--- src/rtl/instruction_legality_stage_pkg.sv ---
// Shared ISA constants and entry bundle for the F/D legality stage.
// Opcode, funct, rt/rs selector codes and ExcCode values.
package instruction_legality_stage_pkg;

  localparam logic [5:0] OP_SPECIAL = 6'h00;
  localparam logic [5:0] OP_REGIMM  = 6'h01;
  localparam logic [5:0] OP_J       = 6'h02;
  localparam logic [5:0] OP_JAL     = 6'h03;
  localparam logic [5:0] OP_BEQ     = 6'h04;
  localparam logic [5:0] OP_BNE     = 6'h05;
  localparam logic [5:0] OP_BLEZ    = 6'h06;
  localparam logic [5:0] OP_BGTZ    = 6'h07;
  localparam logic [5:0] OP_ADDI    = 6'h08;
  localparam logic [5:0] OP_ADDIU   = 6'h09;
  localparam logic [5:0] OP_SLTI    = 6'h0a;
  localparam logic [5:0] OP_SLTIU   = 6'h0b;
  localparam logic [5:0] OP_ANDI    = 6'h0c;
  localparam logic [5:0] OP_ORI     = 6'h0d;
  localparam logic [5:0] OP_XORI    = 6'h0e;
  localparam logic [5:0] OP_LUI     = 6'h0f;
  localparam logic [5:0] OP_COP0    = 6'h10;
  localparam logic [5:0] OP_LB      = 6'h20;
  localparam logic [5:0] OP_LH      = 6'h21;
  localparam logic [5:0] OP_LW      = 6'h23;
  localparam logic [5:0] OP_LBU     = 6'h24;
  localparam logic [5:0] OP_LHU     = 6'h25;
  localparam logic [5:0] OP_SB      = 6'h28;
  localparam logic [5:0] OP_SH      = 6'h29;
  localparam logic [5:0] OP_SW      = 6'h2b;

  localparam logic [5:0] FN_SLL   = 6'h00;
  localparam logic [5:0] FN_SRL   = 6'h02;
  localparam logic [5:0] FN_SRA   = 6'h03;
  localparam logic [5:0] FN_SLLV  = 6'h04;
  localparam logic [5:0] FN_SRLV  = 6'h06;
  localparam logic [5:0] FN_SRAV  = 6'h07;
  localparam logic [5:0] FN_JR    = 6'h08;
  localparam logic [5:0] FN_JALR  = 6'h09;
  localparam logic [5:0] FN_MFHI  = 6'h10;
  localparam logic [5:0] FN_MTHI  = 6'h11;
  localparam logic [5:0] FN_MFLO  = 6'h12;
  localparam logic [5:0] FN_MTLO  = 6'h13;
  localparam logic [5:0] FN_MULT  = 6'h18;
  localparam logic [5:0] FN_MULTU = 6'h19;
  localparam logic [5:0] FN_DIV   = 6'h1a;
  localparam logic [5:0] FN_DIVU  = 6'h1b;
  localparam logic [5:0] FN_ADD   = 6'h20;
  localparam logic [5:0] FN_ADDU  = 6'h21;
  localparam logic [5:0] FN_SUB   = 6'h22;
  localparam logic [5:0] FN_SUBU  = 6'h23;
  localparam logic [5:0] FN_AND   = 6'h24;
  localparam logic [5:0] FN_OR    = 6'h25;
  localparam logic [5:0] FN_XOR   = 6'h26;
  localparam logic [5:0] FN_NOR   = 6'h27;
  localparam logic [5:0] FN_SLT   = 6'h2a;
  localparam logic [5:0] FN_SLTU  = 6'h2b;
  localparam logic [5:0] FN_ERET  = 6'h18;

  localparam logic [4:0] RT_BLTZ   = 5'h00;
  localparam logic [4:0] RT_BGEZ   = 5'h01;
  localparam logic [4:0] RT_BLTZAL = 5'h10;
  localparam logic [4:0] RT_BGEZAL = 5'h11;

  localparam logic [4:0] RS_MF = 5'h00;
  localparam logic [4:0] RS_MT = 5'h04;

  localparam logic [4:0] EXC_CODE_ADEL = 5'd4;
  localparam logic [4:0] EXC_CODE_RI   = 5'd10;

  typedef struct packed {
    logic [31:0] instr;
    logic [31:0] pc;
    logic        bd;
    logic        exc;
    logic [4:0]  exccode;
    logic        ri;
  } entry_t;

endpackage

--- src/rtl/instruction_legality_decode.sv ---
// Combinational legality check of one word against the MIPS subset.
// Group enables and optional reserved-field-must-be-zero checking.
module instruction_legality_decode
  import instruction_legality_stage_pkg::*;
#(
  parameter bit EN_MULDIV  = 1'b1,
  parameter bit EN_COP0    = 1'b1,
  parameter bit EN_PARTIAL = 1'b1,
  parameter bit STRICT     = 1'b0
) (
  input  logic [31:0] instr,
  output logic        legal
);

  logic [5:0] op;
  logic [5:0] fn;
  logic [4:0] rs;
  logic [4:0] rt;
  logic [4:0] rd;
  logic [4:0] sh;
  logic       ok;
  logic       zok;

  assign op = instr[31:26];
  assign rs = instr[25:21];
  assign rt = instr[20:16];
  assign rd = instr[15:11];
  assign sh = instr[10:6];
  assign fn = instr[5:0];

  // Supported-word match (ok) and reserved-field cleanliness (zok).
  always_comb begin
    ok  = 1'b0;
    zok = 1'b1;
    case (op)
      OP_SPECIAL: begin
        case (fn)
          FN_SLL, FN_SRL, FN_SRA: begin
            ok  = 1'b1;
            zok = (rs == 5'd0);
          end
          FN_SLLV, FN_SRLV, FN_SRAV,
          FN_ADD, FN_ADDU, FN_SUB, FN_SUBU,
          FN_AND, FN_OR, FN_XOR, FN_NOR,
          FN_SLT, FN_SLTU: begin
            ok  = 1'b1;
            zok = (sh == 5'd0);
          end
          FN_JR: begin
            ok  = 1'b1;
            zok = (rt == 5'd0) && (rd == 5'd0)
                  && (sh == 5'd0);
          end
          FN_JALR: begin
            ok  = 1'b1;
            zok = (rt == 5'd0) && (sh == 5'd0);
          end
          FN_MFHI, FN_MFLO: begin
            ok  = EN_MULDIV;
            zok = (rs == 5'd0) && (rt == 5'd0)
                  && (sh == 5'd0);
          end
          FN_MTHI, FN_MTLO: begin
            ok  = EN_MULDIV;
            zok = (rt == 5'd0) && (rd == 5'd0)
                  && (sh == 5'd0);
          end
          FN_MULT, FN_MULTU, FN_DIV, FN_DIVU: begin
            ok  = EN_MULDIV;
            zok = (rd == 5'd0) && (sh == 5'd0);
          end
          default: ;
        endcase
      end
      OP_REGIMM: begin
        case (rt)
          RT_BLTZ, RT_BGEZ,
          RT_BLTZAL, RT_BGEZAL: ok = 1'b1;
          default: ;
        endcase
      end
      OP_COP0: begin
        if (instr[25]) begin
          ok  = EN_COP0 && (fn == FN_ERET);
          zok = (instr[24:6] == 19'd0);
        end else if (rs == RS_MF || rs == RS_MT) begin
          ok  = EN_COP0;
          zok = (instr[10:3] == 8'd0);
        end
      end
      OP_LB, OP_LH, OP_LBU, OP_LHU,
      OP_SB, OP_SH: ok = EN_PARTIAL;
      OP_BLEZ, OP_BGTZ: begin
        ok  = 1'b1;
        zok = (rt == 5'd0);
      end
      OP_LUI: begin
        ok  = 1'b1;
        zok = (rs == 5'd0);
      end
      OP_J, OP_JAL, OP_BEQ, OP_BNE,
      OP_ADDI, OP_ADDIU, OP_SLTI, OP_SLTIU,
      OP_ANDI, OP_ORI, OP_XORI,
      OP_LW, OP_SW: ok = 1'b1;
      default: ;
    endcase
  end

  assign legal = ok & (~STRICT | zok);

endmodule

--- src/rtl/instruction_legality_stage.sv ---
// F/D boundary: 2-entry skid buffer, RI tagging, illegal counter.
// Main entry drives the outputs; skid catches one word under stall.
module instruction_legality_stage
  import instruction_legality_stage_pkg::*;
#(
  parameter bit          EN_MULDIV  = 1'b1,
  parameter bit          EN_COP0    = 1'b1,
  parameter bit          EN_PARTIAL = 1'b1,
  parameter bit          STRICT     = 1'b0,
  parameter logic [4:0]  EXC_RI     = EXC_CODE_RI,
  parameter int unsigned CNT_W      = 16
) (
  input  logic             clk,
  input  logic             reset,
  input  logic             flush,
  input  logic             in_valid,
  output logic             in_ready,
  input  logic [31:0]      in_instr,
  input  logic [31:0]      in_pc,
  input  logic             in_bd,
  input  logic             in_exc,
  input  logic [4:0]       in_exccode,
  output logic             out_valid,
  input  logic             out_ready,
  output logic [31:0]      out_instr,
  output logic [31:0]      out_pc,
  output logic             out_bd,
  output logic             out_exc,
  output logic [4:0]       out_exccode,
  output logic [CNT_W-1:0] ill_count,
  input  logic             ill_clear
);

  entry_t           main_q, main_d;
  entry_t           skid_q, skid_d;
  entry_t           new_e;
  logic             main_v_q, main_v_d;
  logic             skid_v_q, skid_v_d;
  logic [CNT_W-1:0] cnt_q, cnt_d;
  logic             legal;
  logic             acc;
  logic             deq;

  instruction_legality_decode #(
    .EN_MULDIV  (EN_MULDIV),
    .EN_COP0    (EN_COP0),
    .EN_PARTIAL (EN_PARTIAL),
    .STRICT     (STRICT)
  ) u_decode (
    .instr (in_instr),
    .legal (legal)
  );

  assign acc = in_valid & ~skid_v_q & ~flush;
  assign deq = main_v_q & out_ready;

  // Classify the incoming word; upstream exception has priority.
  always_comb begin
    new_e         = '0;
    new_e.ri      = ~in_exc & ~legal;
    new_e.exc     = in_exc | ~legal;
    new_e.exccode = in_exc ? in_exccode : EXC_RI;
    new_e.instr   = new_e.exc ? 32'h0 : in_instr;
    new_e.pc      = in_pc;
    new_e.bd      = in_bd;
  end

  // Skid buffer next state: flush empties, skid refills main on pop.
  always_comb begin
    main_d   = main_q;
    skid_d   = skid_q;
    main_v_d = main_v_q;
    skid_v_d = skid_v_q;
    if (flush) begin
      main_v_d = 1'b0;
      skid_v_d = 1'b0;
    end else if (deq) begin
      if (skid_v_q) begin
        main_d   = skid_q;
        skid_v_d = 1'b0;
      end else begin
        main_v_d = acc;
        if (acc) main_d = new_e;
      end
    end else if (main_v_q) begin
      if (acc) begin
        skid_d   = new_e;
        skid_v_d = 1'b1;
      end
    end else begin
      main_v_d = acc;
      if (acc) main_d = new_e;
    end
  end

  // Saturating RI counter; clear beats a same-cycle increment.
  always_comb begin
    cnt_d = cnt_q;
    if (ill_clear) begin
      cnt_d = '0;
    end else if (deq && main_q.ri && ~&cnt_q) begin
      cnt_d = cnt_q + 1'b1;
    end
  end

  // State registers with asynchronous reset.
  always_ff @(posedge clk or posedge reset) begin
    if (reset) begin
      main_q   <= '0;
      skid_q   <= '0;
      main_v_q <= 1'b0;
      skid_v_q <= 1'b0;
      cnt_q    <= '0;
    end else begin
      main_q   <= main_d;
      skid_q   <= skid_d;
      main_v_q <= main_v_d;
      skid_v_q <= skid_v_d;
      cnt_q    <= cnt_d;
    end
  end

  assign in_ready    = ~skid_v_q;
  assign out_valid   = main_v_q;
  assign out_instr   = main_q.instr;
  assign out_pc      = main_q.pc;
  assign out_bd      = main_q.bd;
  assign out_exc     = main_q.exc;
  assign out_exccode = main_q.exccode;
  assign ill_count   = cnt_q;

endmodule

--- config.mk ---
export PLATFORM = sky130hd
export DESIGN_NAME = instruction_legality_stage
export DESIGN_NICKNAME = d
export VERILOG_FILES = /design/src/rtl/instruction_legality_stage_pkg.sv /design/src/rtl/instruction_legality_decode.sv /design/src/rtl/instruction_legality_stage.sv
export SDC_FILE = /design/constraint.sdc
export NUM_CORES = 1
export LEC_CHECK = 0
export BUFFER_PORTS_ARGS = -buffer_cell sky130_fd_sc_hd__buf_4
export CORE_MARGIN = 2
export CORE_UTILIZATION = 59
export CTS_BUF_LIST = sky130_fd_sc_hd__clkbuf_16
export DETAILED_ROUTE_END_ITERATION = 8
export PLACE_DENSITY = 0.85
export SYNTH_ARGS = -nofsm -noshare
export SYNTH_HDL_FRONTEND = slang
export SYNTH_SLANG_ARGS = --single-unit
--- constraint.sdc ---
create_clock -name clk -period 13 [get_ports clk]
set_clock_uncertainty 0.05 [all_clocks]
set_input_delay 0.65 -clock clk [delete_from_list [all_inputs] [get_ports clk]]
set_output_delay 0.65 -clock clk [all_outputs]
set_load 0.01 [all_outputs]
==> results of run 1 <==
==> cells by family after synthesis <==
group / count (synthesis)
AO/OA/AOI/OAI: 236
buffers and inverters: 129
XOR/XNOR: 14
adder cells (fa/ha/maj): 1
AND/OR/NAND/NOR: 293
flip-flops: 162
multiplexers: 4
==> cell type report <==
class / instances / area share
tap: 172 / 0.0236
inverter: 5 / 0.00261
timing repair buffer: 172 / 0.142
sequential: 162 / 0.445
multi-input combinational: 548 / 0.324
clock inverter: 15 / 0.0159
clock buffer: 17 / 0.0467
==> how the worst min path moves through the flow <==
stage	startpoint	end	cells after the start
final	reset	skid_q[29]	2
after global routing	in_pc[29]	skid_q[37]	3
after CTS	reset	skid_q[29]	2
after detailed placement	skid_q[12]	skid_q[12]	2
after global placement	skid_q[33]	skid_q[33]	2
after floorplan	skid_q[1]	skid_q[1]	2
==> layer usage <==
layer	up-vias	track usage	wire length, µm
met1	3165	0.393	8090
li1	3007	-	-
met3	26	0.0603	1340
met5	-	0	0
met4	0	0.0964	330
met2	256	0.430	9120
==> per-stage QoR <==
step	power [W]	setup slack (ps)	cells	instance area [µm²]	util
2_1_floorplan	0.000823	7920	839	7700	-
3_3_place_gp	0.000887	8660	1059	8530	0.673
3_5_place_dp	0.000897	8620	1059	8530	0.673
4_1_cts	0.00138	8910	1091	9100	0.718
5_1_grt	0.00144	8600	1091	9100	0.718
6_report	0.00138	8810	1091	9100	0.718
==> registers in the layout, indices dropped and copies added, names as in the netlist <==
name and cells:
skid_q 72, out_instr 32, out_pc 32, ill_count 16, out_exccode 5, main_q 1, out_bd 1, out_exc 1
out_valid 1, skid_v_q 1
==> worst register-to-register path: stages (launching register included) <==
cell	delay (ps)
sky130_fd_sc_hd__dfrtp_1	420
sky130_fd_sc_hd__or3b_2	860
sky130_fd_sc_hd__nand2_1	1050
sky130_fd_sc_hd__nand2_1	1010
sky130_fd_sc_hd__a22oi_1	520
sky130_fd_sc_hd__o21ai_1	130
==> power groups by stage <==
stage / Sequential, W / Combinational [W] / Clock [W]
floorplan: 0.000634 / 0.000189 / 0
global placement: 0.000649 / 0.000238 / 0
detailed placement: 0.000650 / 0.000247 / 0
CTS: 0.000645 / 0.000248 / 0.000490
global route: 0.000657 / 0.000273 / 0.000512
finish: 0.000647 / 0.000246 / 0.000485
==> cells in the final DEF, fill, tap and decap left out, types with 2 or more instances in the layout <==
cell	count
sky130_fd_sc_hd__nor2_1	60
sky130_fd_sc_hd__nand4_1	2
sky130_fd_sc_hd__a211oi_1	8
sky130_fd_sc_hd__clkinvlp_4	2
sky130_fd_sc_hd__nand3_1	10
sky130_fd_sc_hd__buf_4	172
sky130_fd_sc_hd__nor3_1	6
sky130_fd_sc_hd__a21oi_1	47
sky130_fd_sc_hd__o22ai_1	35
sky130_fd_sc_hd__o21ai_0	11
sky130_fd_sc_hd__clkbuf_16	17
sky130_fd_sc_hd__clkinv_1	2
sky130_fd_sc_hd__nor2b_1	2
sky130_fd_sc_hd__and3_1	3
sky130_fd_sc_hd__xnor2_1	14
sky130_fd_sc_hd__nor4_1	3
sky130_fd_sc_hd__clkinv_2	3
sky130_fd_sc_hd__dfrtp_1	162
sky130_fd_sc_hd__or2_2	2
sky130_fd_sc_hd__o32ai_1	2
sky130_fd_sc_hd__inv_1	5
sky130_fd_sc_hd__o21ai_1	63
sky130_fd_sc_hd__a22oi_1	31
sky130_fd_sc_hd__clkinv_4	5
sky130_fd_sc_hd__o221ai_1	31
sky130_fd_sc_hd__nand2_1	184
sky130_fd_sc_hd__mux2_1	2
sky130_fd_sc_hd__bufinv_16	2
sky130_fd_sc_hd__nand2b_1	2
==> flow_summary.ini, run 1 <==
[final_layout]
count_of_nets_after_finishing = 984
drive_above_1_share = 0.236
footprint_of_the_multi_input_gates_um2 = 2950
sequential_cell_area_um2 = 4050
area_delta_synth_final_pct = 18.2
fillCellCount = 948
diodes = 0

[power]
switching_share = 0.283
power_frac_clock = 0.352
seq_pwr_share = 0.469
p_leak_nw = 4.09
pwr-share-comb = 0.178
worst_ir_drop_vdd_v = 0.0000937
power.density_cell_area_nw_per_um2 = 151
internal-power_w = 0.000987
switchingPower_w = 0.000390

[clock_tree]
post_cts_setup_buffer_count = 0
clkTransAtPathRegs_ps = 60
clock_tree.root_cell = sky130_fd_sc_hd__clkbuf_16
h-tree-depth = 4
worst_skew_pair_latency_ps = 420
tritoncts_clock_tree = done
post_cts_hold_buffer_count = 0
cts-resized-gates = 0
cts.path.max_buffers = 2
clkSinkCount = 162
cts_made_buffers = 17

[worst_setup_path]
crit_path_start_kind = flip-flop
worstRegToRegCells = 5
cp_data_arrival_time_ps = 4410
critical_path.cell_chain = or3b_2 > nand2_1 > nand2_1 > a22oi_1 > o21ai_1
critical_path_peak_fanout = 39
slowest_delay_ps = 1020
path_common_cell = sky130_fd_sc_hd__nand2_1
worstSetupEndpoint = out_instr[10]
reg2reg_setup_slack_ps = 8810
crit_start = skid_v_q
critPathBufInv = 0
critical-path-top-delay-family = simple AND/OR/NAND/NOR gates
critical_path_cell_count = 5
cp.required_ps = 13220
endpoint_kind = flip-flop
reg2reg_from = skid_v_q
timing.critical_path.slowest_stage_cell = sky130_fd_sc_hd__nand2_1
timing.rr.end = out_instr[10]
timing.setup.critical_path_class = reg -> reg

[drt]
remaining_routing_drc_violations = 0
vias = 6454
route.antenna.remaining_nets = 0
post_drt_via_cell_ratio = 5.92
detailedRoute.firstIterationViolations = 740
wirelength_mm = 18.9
avgRoutedWirePerCell_um = 17.3
drt_first_pass_iters = 5

[place]
hpwlAfterDp_mm = 11.6
finalWeightedCongestion = 0.820
port-buffer-count = 165

[floorplan]
initial_core_util = 0.608
pin_count = 166
design.core.area_um2 = 12700
die-width_um = 118
rows = 41
die_y_um = 118
die-area_um2 = 14000

[min_path]
hold_path.class = in -> async

[synthesis]
synthFlopType = sky130_fd_sc_hd__dfrtp_1
syn-instance-count = 839
synthArstFlopShare = 1.00
synth-simple-area-share = 0.162
synth_compound_area_frac = 0.191
yosys-top-cells-count = sky130_fd_sc_hd__nand2_1 (185), sky130_fd_sc_hd__dfrtp_1 (162), sky130_fd_sc_hd__buf_4 (69), sky130_fd_sc_hd__o21ai_1 (63), sky130_fd_sc_hd__nor2_1 (62)
synthTopCellsByArea = sky130_fd_sc_hd__dfrtp_1 (53%), sky130_fd_sc_hd__nand2_1 (9.0%), sky130_fd_sc_hd__buf_4 (6.7%)
yosys_register_bits = 162
synth_enable_flop_cells = 0
synthAdderAreaFrac = 0.00162
synth_area_um2 = 7700
synth.area.mux_share = 0.00568
ys_seq_area_frac = 0.526
synth_top_family_by_area = compound AO/OA/AOI/OAI gates
synth_top_area_frac = 0.526
synthesis.area_per_instance_um2 = 9.18
yosys_warnings = 0
yosysTopAreaCell = sky130_fd_sc_hd__dfrtp_1
distinct_cell_type_count_of_the_synthesized_netlist = 51
yosysMostFrequentCell = sky130_fd_sc_hd__nand2_1
synth.net_count = 917
synthXorXnorAreaFrac = 0.0159

[global_routing]
globalRoute.totalOverflow = 0
grt_start_max_net_pins = 94
grt_antenna_before_repair = 0
grt_util_overall = 0.279
first_pass_grt_wire_length_mm = 31.6
grt_pass1_vias = 6234

[timing]
hold_slack_final_ps = 321
finalCriticalPeriod_ps = 4190
fmax_mhz = 239
fin_crit_sh = 0.322
finalSetupTns_ps = 0
timing_worst_slew_pin_value_ps = 1190
hold_viol_final = 0
setup_viol_count_final = 0
slew_headroom = 0.207
rsz_0062_raised_after_global_routing = false
max_slew_violation_count = 0

[flow_run]
maxCapViolations = 0

[outcome]
run_status = completed
Note: power is estimated with default switching activity, not from simulation.
==> inputs of run 2 (changes only) <==
Settings changed: CORE_UTILIZATION 59 to 49, PLACE_DENSITY 0.85 to 0.75.
Clock period 13 ns to 3.8 ns, I/O delays scaled along.
==> run 2 against run 1 <==
  * The run now ends with negative hold slack left
  * Core utilization down 6.9 points
  * Sequential power grew to 3.4 times the previous value
  * Routed wire length is 4.2% higher
  * Non-clock buffer count is 76 higher
  * Largest cell class unchanged
  * Largest power group unchanged
==> flow_summary.ini, run 2 (synthesized netlist as in run 1, its figures left out) <==
[outcome]
run_status = complete, but fails checks
violations = negative hold slack

[timing]
max_slew_violation_count = 0
hold_slack_final_ps = -69.8
finalCriticalPeriod_ps = 2670
finalSetupTns_ps = 0
hold_viol_final = 13
slew_headroom = 0.364
timing_worst_slew_pin_value_ps = 954
setup_viol_count_final = 0
rsz_0062_raised_after_global_routing = false
fin_crit_sh = 0.702
final_worst_slack_ps = 1130
fmax_mhz = 375

[min_path]
hold_path.class = in -> async

[clock_tree]
clkSinkCount = 162
clkTransAtPathRegs_ps = 60
cts.path.max_buffers = 2
clock_tree.root_cell = sky130_fd_sc_hd__clkbuf_16
cts-resized-gates = 0
worst_skew_pair_latency_ps = 420
tritoncts_clock_tree = done
h-tree-depth = 4
cts_made_buffers = 17

[final_layout]
footprint_of_the_multi_input_gates_um2 = 2960
most-common-layout-cells = sky130_fd_sc_hd__nand2_1 (184), sky130_fd_sc_hd__buf_4 (177), sky130_fd_sc_hd__dfrtp_1 (162)
sequential_cell_area_um2 = 4050
fillCellCount = 1250
area_delta_synth_final_pct = 28.6
drive_above_1_share = 0.225
count_of_nets_after_finishing = 1060
final_core_util = 0.649
diodes = 0
largest_register_ffs = 72
layout.cells.most_common = sky130_fd_sc_hd__nand2_1
max_flop_register = skid_q

[drt]
remaining_routing_drc_violations = 0
route.antenna.remaining_nets = 0
vias = 6648
avgRoutedWirePerCell_um = 16.3
wirelength_mm = 19.7
post_drt_via_cell_ratio = 5.51
drt_first_pass_iters = 5
detailedRoute.firstIterationViolations = 612

[power]
p_leak_nw = 4.42
power.density_cell_area_nw_per_um2 = 478
worst_ir_drop_vdd_v = 0.000321

[worst_setup_path]
cp_data_arrival_time_ps = 2960
critical_path_peak_fanout = 39
timing.setup.critical_path_class = in -> reg
crit_path_start_kind = input port
cp.required_ps = 4090
endpoint_kind = flip-flop

[place]
port-buffer-count = 165
hpwlAfterDp_mm = 11.9
detailedPlace.worstSlack_ps = 1170
finalWeightedCongestion = 0.811

[floorplan]
rows = 45
pin_count = 166
initial_core_util = 0.505
die_y_um = 129
die-area_um2 = 16700
die-width_um = 129
design.core.area_um2 = 15300

[global_routing]
grt_start_max_net_pins = 163
grt_util_overall = 0.237
grt_antenna_before_repair = 0
globalRoute.totalOverflow = 0
first_pass_grt_wire_length_mm = 31.5
grt_pass1_vias = 6270

[flow_run]
maxCapViolations = 0
run 2: layer usage:
metal,track usage,vias up,wire [µm]
met5,0,-,0
met4,0.105,0,554
met3,0.0533,42,1230
met2,0.367,250,9220
met1,0.323,3202,8670
li1,-,3154,-
run 2: per-stage QoR:
| step | std cells | total power (W) | instance area, µm² |
|---|---|---|---|
| after CTS | 1206 | 0.00476 | 9900 |
| final | 1206 | 0.00474 | 9900 |
| after global placement | 1104 | 0.00304 | 8650 |
| after detailed placement | 1104 | 0.00307 | 8650 |
| after floorplan | 839 | 0.00282 | 7710 |
| after global routing | 1206 | 0.00498 | 9900 |
run 2: cell type report:
class                      count  area share
clock buffer                  17      0.0430
clock inverter                15      0.0134
inverter                       5     0.00227
multi-input combinational    548       0.299
sequential                   162       0.409
tap                          211      0.0267
timing repair buffer         248       0.207
run 2: final timing paths:
check	startpoint	to	slack, ps	cells past startpoint
max	flush	main_q[0]	1130	7
min	reset	skid_q[63]	-70	3
max reg2reg	skid_v_q	main_q[0]	1150	5
min reg2reg	skid_q[20]	skid_q[20]	430	2
max in group asynchronous	reset	skid_q[69]	3080	3
min in group clk	ill_clear	ill_count[11]	10	2
run 2: repair_timing:
| item | CTS | global route |
|---|---|---|
| hold buffers | 70 | 0 |
| hold endpoints to repair | 92 | 0 |
| setup buffers | 0 | 0 |
run 2: worst max-delay path, stage by stage:
cell and delay, ps:
sky130_fd_sc_hd__dlygate4sd3_1 550, sky130_fd_sc_hd__buf_4 170, sky130_fd_sc_hd__or3b_2 820, sky130_fd_sc_hd__a21oi_4 550, sky130_fd_sc_hd__buf_4 400, sky130_fd_sc_hd__o22ai_1 120
sky130_fd_sc_hd__a31oi_1 130
run 2: power by group:
part | internal (W) | switching (W) | total (W) | leakage (nW)
registers | 0.00201 | 0.000194 | 0.00220 | 2.07
logic | 0.000460 | 0.000446 | 0.000906 | 2.07
clock network | 0.000909 | 0.000722 | 0.00163 | 0.280
total | 0.00338 | 0.00136 | 0.00474 | 4.42
==> inputs of run 3 (changes only) <==
Settings changed: CORE_UTILIZATION 49 to 55, PLACE_DENSITY 0.75 to 0.79.
Clock period 3.8 ns to 2.5 ns, I/O delays scaled along.
==> run 3 against run 2 <==
  * Routed wire length increased by 5.9%
  * Power is 51% higher
  * Critical path depth up 1
  * Combinational power up 57%
  * Die area shrank 11%
  * Design area increased by 1.5%
  * First-iteration DRC count decreased by 7.8%
  * Largest power group unchanged
  * Worst hold slack improved by 83 ps
  * The run now ends clean
  * Global-route usage up 4.6 points
==> flow_summary.ini, run 3 (synthesized netlist as in run 1, its figures left out) <==
[outcome]
run_status = completed

[timing]
setup_viol_count_final = 0
fin_crit_sh = 0.934
finalCriticalPeriod_ps = 2340
max_slew_violation_count = 0
timing_worst_slew_pin_value_ps = 836
hold_slack_final_ps = 13.6
slew_headroom = 0.440
rsz_0062_raised_after_global_routing = false
hold_viol_final = 0
fmax_mhz = 428

[worst_setup_path]
cp_data_arrival_time_ps = 2630
slowest_delay_ps = 580
endpoint_kind = flip-flop
cp.required_ps = 2790
critical_path_peak_fanout = 20
reg2reg_setup_slack_ps = 400
critPathBufInv = 3
timing.setup.critical_path_class = in -> reg
timing.critical_path.slowest_stage_cell = sky130_fd_sc_hd__nor4b_4
crit_path_start_kind = input port
critical_path.cell_chain = dlygate4sd3_1 > buf_4 > nor4_1 > a21oi_1 > nor4b_4 > o31ai_4 > buf_12 > o21ai_1
critical-path-top-delay-family = simple AND/OR/NAND/NOR gates

[global_routing]
grt_antenna_before_repair = 0
grt_start_max_net_pins = 54
grt_util_overall = 0.284
globalRoute.totalOverflow = 0
grt_pass1_vias = 6861
first_pass_grt_wire_length_mm = 33.5

[drt]
avgRoutedWirePerCell_um = 17.5
detailedRoute.firstIterationViolations = 564
wirelength_mm = 20.8
remaining_routing_drc_violations = 0
post_drt_via_cell_ratio = 5.80
vias = 6918
drt_first_pass_iters = 5
route.antenna.remaining_nets = 0

[clock_tree]
worst_skew_pair_latency_ps = 430
clkSinkCount = 162
clkTransAtPathRegs_ps = 60
tritoncts_clock_tree = done
h-tree-depth = 4
cts_made_buffers = 17
cts.path.max_buffers = 2
clock_tree.root_cell = sky130_fd_sc_hd__clkbuf_16

[power]
internal-power_w = 0.00512
power.density_cell_area_nw_per_um2 = 711
power_frac_clock = 0.331
pwr-share-comb = 0.199
seq_pwr_share = 0.470
worst_ir_drop_vdd_v = 0.000477
p_leak_nw = 4.51
switching_share = 0.285
switchingPower_w = 0.00204

[final_layout]
footprint_of_the_multi_input_gates_um2 = 2970
stdcell_count = 1192
count_of_nets_after_finishing = 1078
largest_register_ffs = 72
fillCellCount = 1011
sequential_cell_area_um2 = 4050
drive_above_1_share = 0.231
layout.cells.most_common = sky130_fd_sc_hd__nand2_1
area_delta_synth_final_pct = 30.5
most-common-layout-cells = sky130_fd_sc_hd__nand2_1 (184), sky130_fd_sc_hd__buf_4 (183), sky130_fd_sc_hd__dfrtp_1 (162)
diodes = 0
max_flop_register = skid_q

[floorplan]
die-area_um2 = 15000
rows = 43
die_y_um = 122
design.core.area_um2 = 13800
die-width_um = 122
pin_count = 166
initial_core_util = 0.559

[place]
port-buffer-count = 165
numPlacedInstances = 1084
hpwlAfterDp_mm = 12.8
finalWeightedCongestion = 0.808

[min_path]
hold_path.class = in -> reg

[flow_run]
maxCapViolations = 0
[run 3: cell count changes in the layout (fill, tap and decap cells not counted), moves of 3 or more]
cell | previous run | this run
sky130_fd_sc_hd__buf_4 | 177 | 183
sky130_fd_sc_hd__buf_12 | 1 | 6
sky130_fd_sc_hd__dlygate4sd3_1 | 70 | 76
sky130_fd_sc_hd__clkinv_4 | 4 | 1
sky130_fd_sc_hd__clkinvlp_4 | 1 | 4
[run 3: area by class of cell]
class                      instances  share of cell area
tap                              180              0.0224
clock buffer                      17              0.0423
sequential                       162               0.403
timing repair buffer             265               0.224
inverter                           5             0.00224
multi-input combinational        549               0.296
clock inverter                    14              0.0101
[run 3: what timing repair did]
item                       in CTS  in global routing
hold endpoints to repair      164                  0
setup endpoints to repair       0                  6
hold buffers                   76                  0
buffers inserted                0                  0
resized for setup               0                  1
[run 3: power groups by stage]
stage / clock network, W / registers [W] / logic (W)
6_report: 0.00237 / 0.00336 / 0.00142
5_1_grt: 0.00251 / 0.00341 / 0.00157
4_1_cts: 0.00240 / 0.00335 / 0.00141
3_5_place_dp: 0 / 0.00339 / 0.00131
3_3_place_gp: 0 / 0.00338 / 0.00126
2_1_floorplan: 0 / 0.00330 / 0.000982
[run 3: path summary, 6_finish.rpt]
check,startpoint,endpoint,cells after the start
min,in_exc,skid_q[3],3
min in group asynchronous,reset,out_exccode[0],3
max in group asynchronous,reset,out_pc[9],4
min reg2reg,skid_q[35],skid_q[35],2
max reg2reg,out_valid,skid_q[67],5
max,in_instr[22],out_instr[13],8
[run 3: metal layers]
| metal | up-vias | routed length (µm) | track usage |
|---|---|---|---|
| li1 | 3202 | - | - |
| met1 | 3362 | 8620 | 0.359 |
| met2 | 304 | 10300 | 0.475 |
| met3 | 50 | 1300 | 0.0544 |
| met4 | 0 | 600 | 0.125 |
| met5 | - | 0 | 0 |
[run 3: through the flow]
stage,power (W),area (µm²),TNS (ps),worst slack (ps),utilization
after floorplan,0.00428,7710,0,268,-
final,0.00715,10100,0,165,0.730
after global placement,0.00464,8750,0,18.4,0.635
after global routing,0.00748,10100,0,97.4,0.730
after CTS,0.00716,10000,0,104,0.729
after detailed placement,0.00470,8750,-38.1,-19.7,0.635
[run 3: worst register-to-register path, stage by stage, from the launching register on]
cell	delay (ps)
sky130_fd_sc_hd__dfrtp_1	480
sky130_fd_sc_hd__nor2b_1	410
sky130_fd_sc_hd__and2_2	500
sky130_fd_sc_hd__buf_4	340
sky130_fd_sc_hd__nand2_1	110
sky130_fd_sc_hd__o21ai_1	130
